### src/rtl/pad_input_conditioner.sv
// pad_input_conditioner: synchronises N_CH pad inputs, optionally glitch-filters them,
// emits one-cycle rise/fall pulses and produces a synchronised core reset.  Rev 1.0
`default_nettype none

module pad_input_conditioner #(
  parameter int              N_CH        = 4,
  parameter int              SYNC_STAGES = 2,
  parameter int              FILT_LEN    = 4,
  parameter logic [N_CH-1:0] RST_VAL     = {N_CH{1'b0}},
  parameter int              RST_STAGES  = 3
) (
  input  logic            i_CLK,
  input  logic            i_RSTN,
  input  logic [N_CH-1:0] i_IN,
  input  logic [N_CH-1:0] i_FILT_EN,
  output logic [N_CH-1:0] o_OUT,
  output logic [N_CH-1:0] o_RISE,
  output logic [N_CH-1:0] o_FALL,
  output logic            o_RSTN
);

  // A one-bit counter is kept for FILT_LEN=1 so the vector never collapses to zero width.
  localparam int               CNT_W   = (FILT_LEN > 1) ? $clog2(FILT_LEN) : 1;
  localparam logic [CNT_W-1:0] CNT_MAX = CNT_W'(FILT_LEN - 1);

  for (genvar ch = 0; ch < N_CH; ch++) begin : g_ch
    logic [SYNC_STAGES-1:0] sync_q;
    logic [CNT_W-1:0]       cnt;
    logic [CNT_W-1:0]       cnt_next;
    logic                   out_q;
    logic                   out_next;
    logic                   rise_q;
    logic                   fall_q;
    logic                   s;

    assign s = sync_q[SYNC_STAGES-1];

    always_ff @(posedge i_CLK or negedge i_RSTN) begin
      if (!i_RSTN) begin
        sync_q <= {SYNC_STAGES{RST_VAL[ch]}};
      end else begin
        sync_q <= {sync_q[SYNC_STAGES-2:0], i_IN[ch]};
      end
    end

    always_comb begin
      out_next = out_q;
      cnt_next = '0;
      if (!i_FILT_EN[ch]) begin
        out_next = s;
      end else if (s != out_q) begin
        if (cnt == CNT_MAX) begin
          out_next = s;
        end else begin
          cnt_next = cnt + CNT_W'(1);
        end
      end
    end

    // Pulses are derived from the next level so they line up with the o_OUT change.
    always_ff @(posedge i_CLK or negedge i_RSTN) begin
      if (!i_RSTN) begin
        out_q  <= RST_VAL[ch];
        cnt    <= '0;
        rise_q <= 1'b0;
        fall_q <= 1'b0;
      end else begin
        out_q  <= out_next;
        cnt    <= cnt_next;
        rise_q <= out_next & ~out_q;
        fall_q <= ~out_next & out_q;
      end
    end

    assign o_OUT[ch]  = out_q;
    assign o_RISE[ch] = rise_q;
    assign o_FALL[ch] = fall_q;
  end : g_ch

  logic [RST_STAGES-1:0] rst_sr;

  always_ff @(posedge i_CLK or negedge i_RSTN) begin
    if (!i_RSTN) begin
      rst_sr <= '0;
    end else begin
      rst_sr <= {rst_sr[RST_STAGES-2:0], 1'b1};
    end
  end

  assign o_RSTN = rst_sr[RST_STAGES-1];

endmodule

`default_nettype wire

### config.mk
export PLATFORM = sky130hd
export DESIGN_NAME = pad_input_conditioner
export DESIGN_NICKNAME = d
export VERILOG_FILES = /design/src/rtl/pad_input_conditioner.sv
export SDC_FILE = /design/constraint.sdc
export NUM_CORES = 1
export LEC_CHECK = 0
export CORE_ASPECT_RATIO = 1.4
export CORE_UTILIZATION = 44
export CTS_CLUSTER_SIZE = 16
export DETAILED_ROUTE_END_ITERATION = 10
export PLACE_DENSITY = 0.76
export SLEW_MARGIN = 20
export SYNTH_ARGS = -nofsm -noshare
export SYNTH_HDL_FRONTEND = slang
export SYNTH_SLANG_ARGS = --single-unit
### constraint.sdc
create_clock -name i_CLK -period 1.2 [get_ports i_CLK]
set_clock_uncertainty 0.1 [all_clocks]
set_input_delay 0.18 -clock i_CLK [delete_from_list [all_inputs] [get_ports i_CLK]]
set_output_delay 0.18 -clock i_CLK [all_outputs]
set_load 0.005 [all_outputs]
# After elaboration in Yosys (flattened, before gate mapping)

Cells that the tools add are included.

Multiplexer cells: 24
Bitwise logic cells: 16
Eq/ne operators: 8
$add $sub $neg: 4

Operator list:

| cell                                                          | number |
|---|---|
| 2-bit two-way mux                                             | 12 |
| 1-bit two-way mux                                             | 12 |
| 2-bit by 1-bit adder with 2-bit output, second input constant | 4 |
| 1-bit AND                                                     | 8 |
| 2-bit == test, second input constant                          | 4 |
| 1-bit NOT                                                     | 8 |
| 1-bit != test                                                 | 4 |

Output and inout bits: 13
Bits of input ports: 10
Logic and storage cells: 73
Bits in registers: 31

# Longest topological paths before layout

Word-level depth: 6
Mapped depth: 3

# Worst setup path before layout

Ideal clock, no wire load.

Kind: reg-to-reg
From: reg g_ch[2].cnt[0]
To: reg g_ch[2].out_q
Stages on the path, launching flop included: 4
Setup slack: -0.040 ns
Period minus slack after synthesis: 1.240 ns
Data arrival time: 1.015 ns
Required time: 0.975 ns
Cells stage by stage: dfrtp_1 ha_1 nor2b_4 mux2_4

Word-level cells in the longest chain between the ends: 4

RTL lines:

| element                  | RTL line | RTL |
|---|---|---|
| start: declaration       | 28       | `logic [CNT_W-1:0] cnt;` |
| start signal: assignment | 69       | `cnt <= cnt_next;` |
| 2-bit == test            | 52       | `if (cnt == CNT_MAX) begin` |
| 1-bit two-way mux        | 52       |  |
| 1-bit two-way mux        | 51       | `end else if (s != out_q) begin` |
| 1-bit two-way mux        | 49       | `if (!i_FILT_EN[ch]) begin` |
| via g_ch[2].out_next     | 31       | `logic out_next;` |
| end signal: assignment   | 63       | `out_q <= RST_VAL[ch];` |
| end signal: assignment   | 68       | `out_q <= out_next;` |
| end: declaration         | 30       | `logic out_q;` |

The timed path passes the listed nets, and every way through them passes these cells.

# Final worst setup path

Ends and elaborated chain as after synthesis.

==> results_dict.tcl <==
set metrics [dict create \
    outcome "finished with violations" \
    violations "setup timing" \
    synth_edf_count 0 \
    syn_avg_cell_area_um2 14.6 \
    antennaDiodeCount 0 \
    antenna_found_initial 0 \
    synthFlopType "dfrtp_1" \
    grt_pass1_vias 780 \
    leakagePower_nw 0.758 \
    netSwitchingPower_mw 0.483 \
    placedInstanceArea_um2 1500 \
    worstPathArrival_ns 1.36 \
    yosys.area.top_type_share 0.640 \
    p_per_area_nw_per_um2 1310 \
    clock_latency_ns 0.33 \
    yosysTopAreaCell "dfrtp_1" \
    ant_nets 0 \
    ys_warn_count 0 \
    n_fill_cell 228 \
    synth_common_cells "dfrtp_1 (31), buf_4 (12), nor3b_1 (8)" \
    clock.fmax_mhz 808 \
    r2r-start "g_ch[2].cnt[0]" \
    die_y_um 64.1 \
    synth_seq_cells 31 \
    drc_errors 0 \
    hpwl_mm 1.28 \
    wl_mm 1.78 \
    yosysMostFrequentCell "dfrtp_1" \
    portBuffers 22 \
    finalSetupViolations 3 \
    hold_viol_final 0 \
    end_kind "flop" \
    drt-initial-drc-count 8 \
    synthArstFlopShare 1.00 \
    via_per_inst 4.49 \
    routed-via-count 691 \
    synth.area.top_cells "dfrtp_1 (64%), buf_4 (7.4%), mux2_4 (5.0%)" \
    pwr-share-clk 0.269 \
    setup_tns_ns -0.0506 \
    coreArea_um2 2620 \
    num_io_pins 23 \
    syn_inst 83 \
    startpoint_type "flop" \
    fin_util 0.592 \
    grt_pass1_wl_mm 3.07 \
    hold_class "primary input to async pin" \
    initial_core_util 0.464 \
    syn_nets 97 \
    maxCapViolCount 0 \
    ys_types 16 \
    grt.met3_usage 0.0678 \
    startpoint "g_ch[2].cnt[0]" \
    grt_util_met1 0.130 \
    cts_tree "done" \
    cts.sinks 31 \
    grt_max_degree 32 \
    syn2layout_area_growth_pct 27.7 \
    dieWidth_um 46.4 \
    grt_usage 0.157 \
    final_area_um2 1550 \
    combPwrFrac 0.161 \
    total_power_mw 2.02 \
    sequentialPowerShare 0.570 \
    met2_usage 0.259 \
    final.min_clock_period_ns 1.24 \
    wl_per_cell_um 11.6 \
    crit_fanout 2 \
    drv_slew 0 \
    cts_buffers 5 \
    intPower_mw 1.54 \
    crit_type "flop to flop" \
    cts-root-buf "clkbuf_4" \
    rrSetupSlack_ns -0.04 \
    die_area_um2 2970 \
    hold_ws_ns 0.108 \
    ctsHoldBuffers 0 \
    htreeDepth 2 \
    grt_busiest_layer "met2" \
    netlist_area_um2 1210 \
    clk_pin_slew_ns 0.09 \
    fin_ws_ns -0.0376 \
    layout.nets 131 \
    clockBufferDepth 2 \
    required_ns 1.32 \
    gp_congestion 0.654 \
    swShare 0.239 \
    first_pass_iters 4 \
    grt_overflow 0 \
    rsz0062_at_grt "yes" \
    drive_gt1_frac 0.458 \
    fin_crit_sh 1.03 \
    row_count 22 \
    synth_seq_area_share 0.640 \
    ir_worst_vdd_mv 0.622 \
]
critical path, stage by stage, from the launching register on:
cell and delay, ns:
dfrtp_1 0.39, ha_2 0.20, nor2b_4 0.13, mux2_4 0.30
state kept, by name (all words and copies together) (netlist names):
name,cells
g_ch.fall_q,4
g_ch.cnt,8
g_ch.rise_q,4
rst_sr,3
g_ch.sync_q,8
g_ch.out_q,4
cells in the final DEF, fill, tap and decap left out:
cell,synthesis,layout
nor3b_1,8,7
clkinv_2,0,1
xnor2_1,3,2
clkdlybuf4s50_1,0,9
nor3b_2,0,1
nor2_1,4,4
buf_12,0,1
xnor2_2,0,1
nand2b_4,3,3
conb_1,1,1
nor3_2,2,3
clkbuf_4,0,5
mux2_4,4,4
buf_2,0,4
and3_1,2,2
clkbuf_2,0,9
nor2b_4,1,1
buf_4,12,16
nor2b_1,3,3
nand2_1,3,3
xor2_2,0,1
dfrtp_1,31,31
clkbuf_1,0,2
ha_2,0,4
layout make-up:
type                            instances  area (µm²)  area share
Sequential cell                        31         776       0.501
Multi-Input combinational cell         40         382       0.247
Clock inverter                          1        5.00     0.00323
Timing Repair Buffer                   39         295       0.191
Tap cell                               36        45.0      0.0291
Clock buffer                            7        45.0      0.0291
routing by layer:
metal | vias up | routed length (µm)
met5 | - | 0
met4 | 0 | 50
met3 | 6 | 96
met2 | 20 | 974
met1 | 336 | 662
li1 | 329 | -
power by group through the flow:
stage	clock network [mW]	logic, mW	registers (mW)
after detailed placement	0	0.325	1.17
after CTS	0.581	0.329	1.15
after global routing	0.637	0.360	1.16
final	0.545	0.326	1.15
after floorplan	0	0.159	1.18
after global placement	0	0.306	1.17
metrics by stage:
step,cells,setup slack (ns)
after floorplan,83,-0.00125
after global placement,141,-0.125
after detailed placement,141,-0.167
after CTS,153,-0.0432
after global routing,154,-0.0605
final,154,-0.0376
path summary, 6_finish.rpt:
| kind | cells past startpoint | end |
|---|---|---|
| worst max-delay path | 3 | g_ch[2].out_q |
| worst min-delay path | 2 | g_ch[0].rise_q |
| worst max register to register | 3 | g_ch[2].out_q |
| worst min register to register | 0 | rst_sr[2] |
| max in group asynchronous | 2 | g_ch[3].cnt[0] |
| min in group i_CLK | 1 | g_ch[1].sync_q[0] |
cell families (layout without fill, tap and decap cells):
kind of cell             count (synthesis)  in the layout  share of synthesized area
XOR/XNOR                                 4              4                     0.0289
adder cells (fa/ha/maj)                  4              4                     0.0413
buffers and inverters                   12             47                     0.0743
flip-flops                              31             31                      0.640
multiplexers                             4              4                     0.0495
other                                    1              1                    0.00309
AND/OR/NAND/NOR                         27             27                      0.163
what timing repair did:
action / 4_1_cts / 5_1_grt
pin swaps: 4 / 1
gates resized for setup: 36 / 11
setup endpoints to repair: 19 / 16
buffers inserted: 4 / 2
Power figures use the tool's default switching activity.
